**config.mk**
```make
export PLATFORM = sky130hd
export DESIGN_NAME = sprite_motion
export DESIGN_NICKNAME = d
export VERILOG_FILES = /design/src/rtl/sprite_motion.sv
export SDC_FILE = /design/constraint.sdc
export NUM_CORES = 1
export LEC_CHECK = 0
export CAP_MARGIN = 20
export CORE_MARGIN = 2
export CORE_UTILIZATION = 50
export DETAILED_ROUTE_END_ITERATION = 10
export PLACE_DENSITY = 0.82
export RECOVER_POWER = 50
export SLEW_MARGIN = 10
export SYNTH_ARGS = -nofsm -noshare
export SYNTH_HDL_FRONTEND = slang
export SYNTH_SLANG_ARGS = --single-unit
```
**constraint.sdc**
```tcl
create_clock -name clk -period 8.1 [get_ports clk]
set_input_delay 2.43 -clock clk [delete_from_list [all_inputs] [get_ports clk]]
set_output_delay 2.43 -clock clk [all_outputs]
set_load 0.02 [all_outputs]
```
**src/rtl/sprite_motion.sv**
```systemverilog
// Sprite position/jump controller for a VGA overlay: joystick steps X, a jump button drives a
// GROUND/RISE/FALL arc in Y, and the scan counters are mapped to sprite ROM addresses.
// Optional build macro SPRITE_MOTION_WRAP_EN makes X wrap around the screen edges instead of saturating.
module sprite_motion #(
  parameter int SCR_W   = 640,
  parameter int SCR_H   = 480,
  parameter int IMG_W   = 160,
  parameter int IMG_H   = 120,
  parameter int STEP    = 3,
  parameter int JUMP_V  = 12,
  parameter int GRAVITY = 1,
  parameter int MAX_V   = 12,
  parameter int DEAD_LO = 400,
  parameter int DEAD_HI = 600,
  parameter int X0      = 0
) (
  input  logic        clk,
  input  logic        rst,
  input  logic        tick,
  input  logic [9:0]  jstk_x,
  input  logic        jump_btn,
  input  logic [9:0]  h_cnt,
  input  logic [9:0]  v_cnt,
  output logic [9:0]  img_x,
  output logic [9:0]  img_y,
  output logic        in_area,
  output logic [16:0] tex_addr,
  output logic        airborne,
  output logic        landed
);

  localparam logic [9:0]  X_MAX  = 10'(SCR_W - IMG_W);
  localparam logic [9:0]  FLOOR  = 10'(SCR_H - IMG_H);
  localparam logic [9:0]  STEP_X = 10'(STEP);
  localparam logic [9:0]  DZ_LO  = 10'(DEAD_LO);
  localparam logic [9:0]  DZ_HI  = 10'(DEAD_HI);
  localparam logic [4:0]  V_JUMP = 5'(JUMP_V);
  localparam logic [4:0]  V_GRAV = 5'(GRAVITY);
  localparam logic [4:0]  V_MAX  = 5'(MAX_V);
  localparam logic [10:0] SPR_W  = 11'(IMG_W);
  localparam logic [10:0] SPR_H  = 11'(IMG_H);
  localparam logic [16:0] ROW_W  = 17'(IMG_W);

  typedef enum logic [1:0] {
    GROUND = 2'd0,
    RISE   = 2'd1,
    FALL   = 2'd2
  } state_t;

  state_t      state_q, state_d;
  logic [9:0]  x_q, x_d, y_q, y_d;
  logic [4:0]  vel_q, vel_d, vel_up;
  logic        btn_prev_q, btn_prev_d;
  logic        landed_q, landed_d;
  logic        in_area_q, in_area_d;
  logic [16:0] tex_q, tex_d;
  logic [9:0]  dx, dy;

  function automatic logic [9:0] step_left(input logic [9:0] x);
    logic [9:0] r;
    r = (x < STEP_X) ? 10'd0 : x - STEP_X;
`ifdef SPRITE_MOTION_WRAP_EN
    if (x == 10'd0) r = X_MAX;
`endif
    return r;
  endfunction

  function automatic logic [9:0] step_right(input logic [9:0] x);
    logic [9:0] r;
    r = (({1'b0, x} + {1'b0, STEP_X}) > {1'b0, X_MAX}) ? X_MAX : x + STEP_X;
`ifdef SPRITE_MOTION_WRAP_EN
    if (x == X_MAX) r = 10'd0;
`endif
    return r;
  endfunction

  // Falling speed grows by gravity but never beyond the terminal velocity.
  function automatic logic [4:0] fall_speed(input logic [4:0] v);
    logic [5:0] s;
    s = {1'b0, v} + {1'b0, V_GRAV};
    return (s > {1'b0, V_MAX}) ? V_MAX : s[4:0];
  endfunction

  function automatic logic [4:0] rise_speed(input logic [4:0] v);
    return (v < V_GRAV) ? 5'd0 : v - V_GRAV;
  endfunction

  always_ff @(posedge clk or posedge rst) begin
    if (rst) begin
      state_q    <= GROUND;
      x_q        <= 10'(X0);
      y_q        <= FLOOR;
      vel_q      <= 5'd0;
      btn_prev_q <= 1'b0;
      landed_q   <= 1'b0;
      in_area_q  <= 1'b0;
      tex_q      <= 17'd0;
    end else begin
      state_q    <= state_d;
      x_q        <= x_d;
      y_q        <= y_d;
      vel_q      <= vel_d;
      btn_prev_q <= btn_prev_d;
      landed_q   <= landed_d;
      in_area_q  <= in_area_d;
      tex_q      <= tex_d;
    end
  end

  assign vel_up = fall_speed(vel_q);

  always_comb begin
    state_d    = state_q;
    x_d        = x_q;
    y_d        = y_q;
    vel_d      = vel_q;
    btn_prev_d = btn_prev_q;
    landed_d   = 1'b0;
    if (tick) begin
      btn_prev_d = jump_btn;
      if (jstk_x < DZ_LO)      x_d = step_left(x_q);
      else if (jstk_x > DZ_HI) x_d = step_right(x_q);
      case (state_q)
        GROUND: begin
          // Edge-detected so a button held through a landing cannot re-launch.
          if (jump_btn && !btn_prev_q) begin
            vel_d   = V_JUMP;
            state_d = RISE;
          end
        end
        RISE: begin
          if (vel_q == 5'd0) begin
            state_d = FALL;
          end else if (y_q < {5'd0, vel_q}) begin
            y_d     = 10'd0;
            vel_d   = 5'd0;
            state_d = FALL;
          end else begin
            y_d   = y_q - {5'd0, vel_q};
            vel_d = rise_speed(vel_q);
          end
        end
        FALL: begin
          if (({1'b0, y_q} + {6'd0, vel_up}) >= {1'b0, FLOOR}) begin
            y_d      = FLOOR;
            vel_d    = 5'd0;
            state_d  = GROUND;
            landed_d = 1'b1;
          end else begin
            y_d   = y_q + {5'd0, vel_up};
            vel_d = vel_up;
          end
        end
        default: state_d = GROUND;
      endcase
    end
  end

  // Scan lookup uses the position held before this edge; the offsets are non-negative inside the area.
  always_comb begin
    in_area_d = ({1'b0, h_cnt} >= {1'b0, x_q}) && ({1'b0, h_cnt} < ({1'b0, x_q} + SPR_W)) &&
                ({1'b0, v_cnt} >= {1'b0, y_q}) && ({1'b0, v_cnt} < ({1'b0, y_q} + SPR_H));
    dx    = h_cnt - x_q;
    dy    = v_cnt - y_q;
    tex_d = in_area_d ? (({7'd0, dy} * ROW_W) + {7'd0, dx}) : 17'd0;
  end

  always_comb begin
    airborne = (state_q != GROUND);
    landed   = landed_q;
  end

  assign img_x    = x_q;
  assign img_y    = y_q;
  assign in_area  = in_area_q;
  assign tex_addr = tex_q;

endmodule

```
### Yosys cells after proc, flatten, opt, wreduce, memory -nomap -nowiden

Index checks and enable logic that the tools add are counted.

| operators by class | value |
|---|---|
| multiplexer cells | 24 |
| $mul | 1 |
| reduce and logical (&&, ||, !) cells | 15 |
| equality and inequality tests | 6 |
| order comparisons | 12 |
| $add $sub $neg | 13 |

Operators with widths:

| cell | count |
|---|---|
| 2-to-1 mux 10 bit | 7 |
| 2-to-1 mux 5 bit | 6 |
| less-than comparator 10 x 11 -> 1 bit | 2 |
| >= comparator 10 bit | 2 |
| one-hot mux 10 bit (2 select lines) | 1 |
| subtractor 10 bit | 2 |
| adder 17 x 10 -> 17 bit | 1 |
| 2-to-1 mux 17 bit | 1 |
| one-hot mux 5 bit (3 select lines) | 1 |
| multiplier 10 x 3 -> 12 bit (second input constant) | 1 |
| adder 10 x 2 -> 11 bit (second input constant) | 1 |
| adder 10 x 5 -> 11 bit | 1 |
| adder 10 x 7 -> 11 bit (second input constant) | 1 |
| adder 10 x 8 -> 11 bit (second input constant) | 1 |
| >= comparator 11 x 9 -> 1 bit (second input constant) | 1 |
| > comparator 11 x 9 -> 1 bit (second input constant) | 1 |
| adder 10 x 2 -> 10 bit (second input constant) | 1 |
| adder 10 x 5 -> 10 bit | 1 |
| > comparator 10 bit (second input constant) | 1 |
| less-than comparator 10 x 2 -> 1 bit (second input constant) | 1 |
| less-than comparator 10 x 5 -> 1 bit | 1 |
| less-than comparator 10 x 9 -> 1 bit (second input constant) | 1 |
| subtractor 10 x 2 -> 10 bit (second input constant) | 1 |
| subtractor 10 x 5 -> 10 bit | 1 |
| other kinds (20) | 33 |

| word-level totals | value |
|---|---|
| input bits | 34 |
| output and inout port bits | 40 |
| word-level logic and storage cells | 79 |
| register bits after elaboration | 47 |

### Longest topological paths before layout

| depth | value |
|---|---|
| depth in word-level cells | 8 |
| depth in mapped cells | 19 |
| mapped depth without buffers | 19 |

### Worst setup path before layout

OpenSTA, ideal clock, no wires.

| path | value |
|---|---|
| path kind | input -> register |
| start | input v_cnt[0] |
| end | register tex_q[16] (netlist: tex_addr[16]) |
| buffers on the path | 0 |
| arrival | 6228 ps |
| stages on the path | 19 |
| data required time | 8035 ps |
| path slack | 1808 ps |
| library setup time | 65 ps |
| path through | inv_1 -> ha_1 -> inv_1 -> fa_1 -> a21o_1 -> a21oi_1 -> o21bai_1 -> a21oi_1 -> xnor2_1 -> ha_1 -> ha_1 -> or2_2 -> o21ai_1 -> xnor2_2 -> nand3_1 -> or3_4 -> or3_1 -> a211o_1 -> nand2_1 |

| between the ends | value |
|---|---|
| longest elaborated chain between the ends | 4 |
| elaborated cells between the ends (all ways) | 8 |
| classes of those cells | 2 x add/sub; 1 x mul; 2 x order compare; 1 x mux; 2 x reduce/logical |

Ends and longest elaborated chain:

| what | line | RTL |
|---|---|---|
| start: declaration | 23 | `input logic [9:0] v_cnt,` |
| subtractor 10 bit / >= comparator 10 bit (equally long branches) | 164, 162 |  |
| multiplier 10 x 3 -> 12 bit / logical AND 1 bit (equally long branches) | 165, 161 |  |
| adder 17 x 10 -> 17 bit / logical AND 1 bit (equally long branches) | 165, 162 |  |
| 2-to-1 mux 17 bit * | 165 | `tex_d = in_area_d ? (({7'd0, dy} * ROW_W) + {7'd0, dx}) : 17'd0;` |
| net tex_d[16] | 56 | `logic [16:0] tex_q, tex_d;` |
| end signal: assignment | 106 | `tex_q <= tex_d;` |
| end: declaration | 56 |  |

Mark *: on every way through the listed nets, which the timed path passes. The rest lies on a longest branch.
A chain may end at the register's enable or synchronous reset.

### Worst setup path after layout

Same ends and word-level chain as after synthesis.

==> flow_metrics.tcl <==
set metrics [dict create \
    outcome "finished with violations" \
    violations "max-capacitance violations, max-slew violations" \
    cts_buffers 5 \
    cts_hold_buf 0 \
    nNetsFinal 827 \
    r2r-start "img_y[0]" \
    path_max_fanout 5 \
    syn-cell-area_um2 5310 \
    initial_utilization_pct 51.5 \
    core_area_um2 10300 \
    synth_ff_type "dfrtp_1" \
    cts_root_buf "clkbuf_8" \
    via_per_inst 6.12 \
    grt_pass1_vias 5069 \
    finalWirelength_um 13700 \
    worst_slew_pin_slew_ps 1820 \
    dpl_cell_area_um2 6140 \
    wire_per_inst_um 16.1 \
    rsz0062_at_grt "no" \
    ys_types 79 \
    drive_gt1_share_pct 4.63 \
    grt_use_total_pct 24.2 \
    num_vias 5190 \
    die_y_um 107 \
    avgSynthCellArea_um2 8.20 \
    finClkSkew_ps 9.08 \
    dp_hpwl_um 11000 \
    cts_max_level 2 \
    cts_buffer_depth 2 \
    cts_setup_buffers 0 \
    layout_min_cycle_time_ps 6690 \
    yosysSeqAreaShare_pct 22.2 \
    portBuffers 73 \
    insertion_delay_ps 310 \
    layout_common_cells "ha_1 (76), nor2_1 (52), clkdlybuf4s50_1 (52), inv_1 (50), o21ai_0 (47)" \
    syn_inst 648 \
    synth-edff-count 0 \
    drtIter0Drc 266 \
    cts_resized 0 \
    gr-total-overflow 0 \
    drv_slew 37 \
    placed_cells 839 \
    ios 74 \
    hold_end "btn_prev_q" \
    design_area_um2 6260 \
    yosysWarnings 0 \
    hp-start "btn_prev_q" \
    antenna_cells 0 \
    timing.max_cap.violations 1 \
    dr.pass1.iters 7 \
    final_cells 848 \
    postRouteAntennaNets 0 \
    cts.clk_slew.worst_paths_ps 100 \
    final_common_cell "ha_1" \
    async_flop_share_pct 100 \
    r2r_cells 18 \
    critPathKind "in -> reg" \
    synth_seq_cells 47 \
    drc 0 \
    timing.fmax_mhz 149 \
    cts_sinks 47 \
    antenna_found_initial 0 \
    setup_viol 0 \
    rows 37 \
    arrival_ps 6950 \
    maxSlewHeadroom_pct -21.6 \
    worstHoldPathCells 1 \
    cp-start-kind "input pin" \
    finalHoldViolations 0 \
    hold_class "reg -> reg" \
    die_area_um2 11500 \
    fin_tns_setup_ps 0 \
    required_ps 8350 \
    place.gp.congestion 0.926 \
    cp-end-kind "register" \
    syn_nets 764 \
    cts_tree "yes" \
    fp.dieW_um 107 \
    min_period_over_period_pct 82.6 \
    grt_max_degree 48 \
    holdWs_ps 525 \
    area.growth.synth_to_final_pct 17.8 \
    r2r-end "tex_addr[16]" \
    grt_pass1_wl_um 23000 \
    r2r_slack_ps 3420 \
]
==> kinds of logic after synthesis <==
| family | after synthesis | share of synthesized area [%] |
|---|---|---|
| simple gates | 201 | 19.3 |
| fa+ha+maj | 82 | 20.2 |
| xor+xnor | 40 | 6.74 |
| compound gates | 198 | 25.0 |
| buf+inv | 74 | 5.49 |
| flops | 47 | 22.2 |
| mux | 5 | 1.01 |
| other cells | 1 | 0.0706 |
==> Yosys cell counts, drive strengths merged (9+ instances only) <==
cell type | count | share of area (%)
nand3 | 17 | 1.6
o21ai | 50 | 4.8
a211oi | 9 | 1.4
nand2b | 9 | 1.1
nor2b | 11 | 1.3
a21o | 12 | 1.7
xnor2 | 31 | 5.3
xor2 | 9 | 1.5
nand2 | 38 | 2.7
inv | 52 | 3.7
dfrtp | 43 | 20
clkbuf | 12 | 0.85
nor2 | 52 | 3.7
a21oi | 47 | 4.5
nor3 | 20 | 1.9
ha | 76 | 18
==> critical path, stage by stage <==
cell             delay, ps
clkdlybuf4s50_1        390
inv_1                   60
ha_1                   150
inv_1                   50
fa_1                   390
a21o_1                 170
a21oi_1                260
o21bai_1                90
a21oi_1                180
xnor2_1                180
ha_1                   280
ha_1                   370
or2_2                  340
o21ai_1                140
xnor2_2                160
nand3_1                170
or3_4                  420
or3_1                  350
a211o_1                300
nand2_1                 70
==> flip-flops by register name, indices dropped and copies added (netlist names) <==
name and flops:
btn_prev_q 1, state_q 2, landed 1, img_x 10, in_area 1, img_y 10, tex_addr 17, vel_q 5
==> per-layer routing <==
layer	vias to the layer above	part of all wire, %	global-route usage, %
met5	-	0	0
met4	0	3.0	10.1
met3	30	5.8	3.47
met2	220	51	42.9
met1	2445	41	29.0
li1	2495	-	-
==> worst max-delay path by stage <==
stage	endpoint	start	cells after the start
global route	tex_addr[16]	v_cnt[0]	20
floorplan	tex_addr[16]	v_cnt[0]	19
CTS	tex_addr[16]	v_cnt[0]	20
finish	tex_addr[16]	v_cnt[0]	20
detailed placement	tex_addr[16]	v_cnt[0]	20
global placement	tex_addr[16]	v_cnt[0]	20
==> metrics by stage <==
stage | util, % | setup slack [ps]
finish | 60.6 | 1410
global route | 60.6 | 1130
CTS | 60.6 | 1420
detailed placement | 59.4 | 1100
global placement | 59.4 | 1260
floorplan | - | 1810
==> final cells by class <==
cell class,instances,area (um2)
clock inverters,3,47.5
multi-input cells,527,3840
clock buffers,5,68.8
fillers,883,4070
repair buffers,76,747
inverters,54,203
flip-flops and latches,47,1180
well taps,136,170
Power is not shown: default switching activity piles up to over one toggle a cycle in this logic, so the estimate is an artifact.
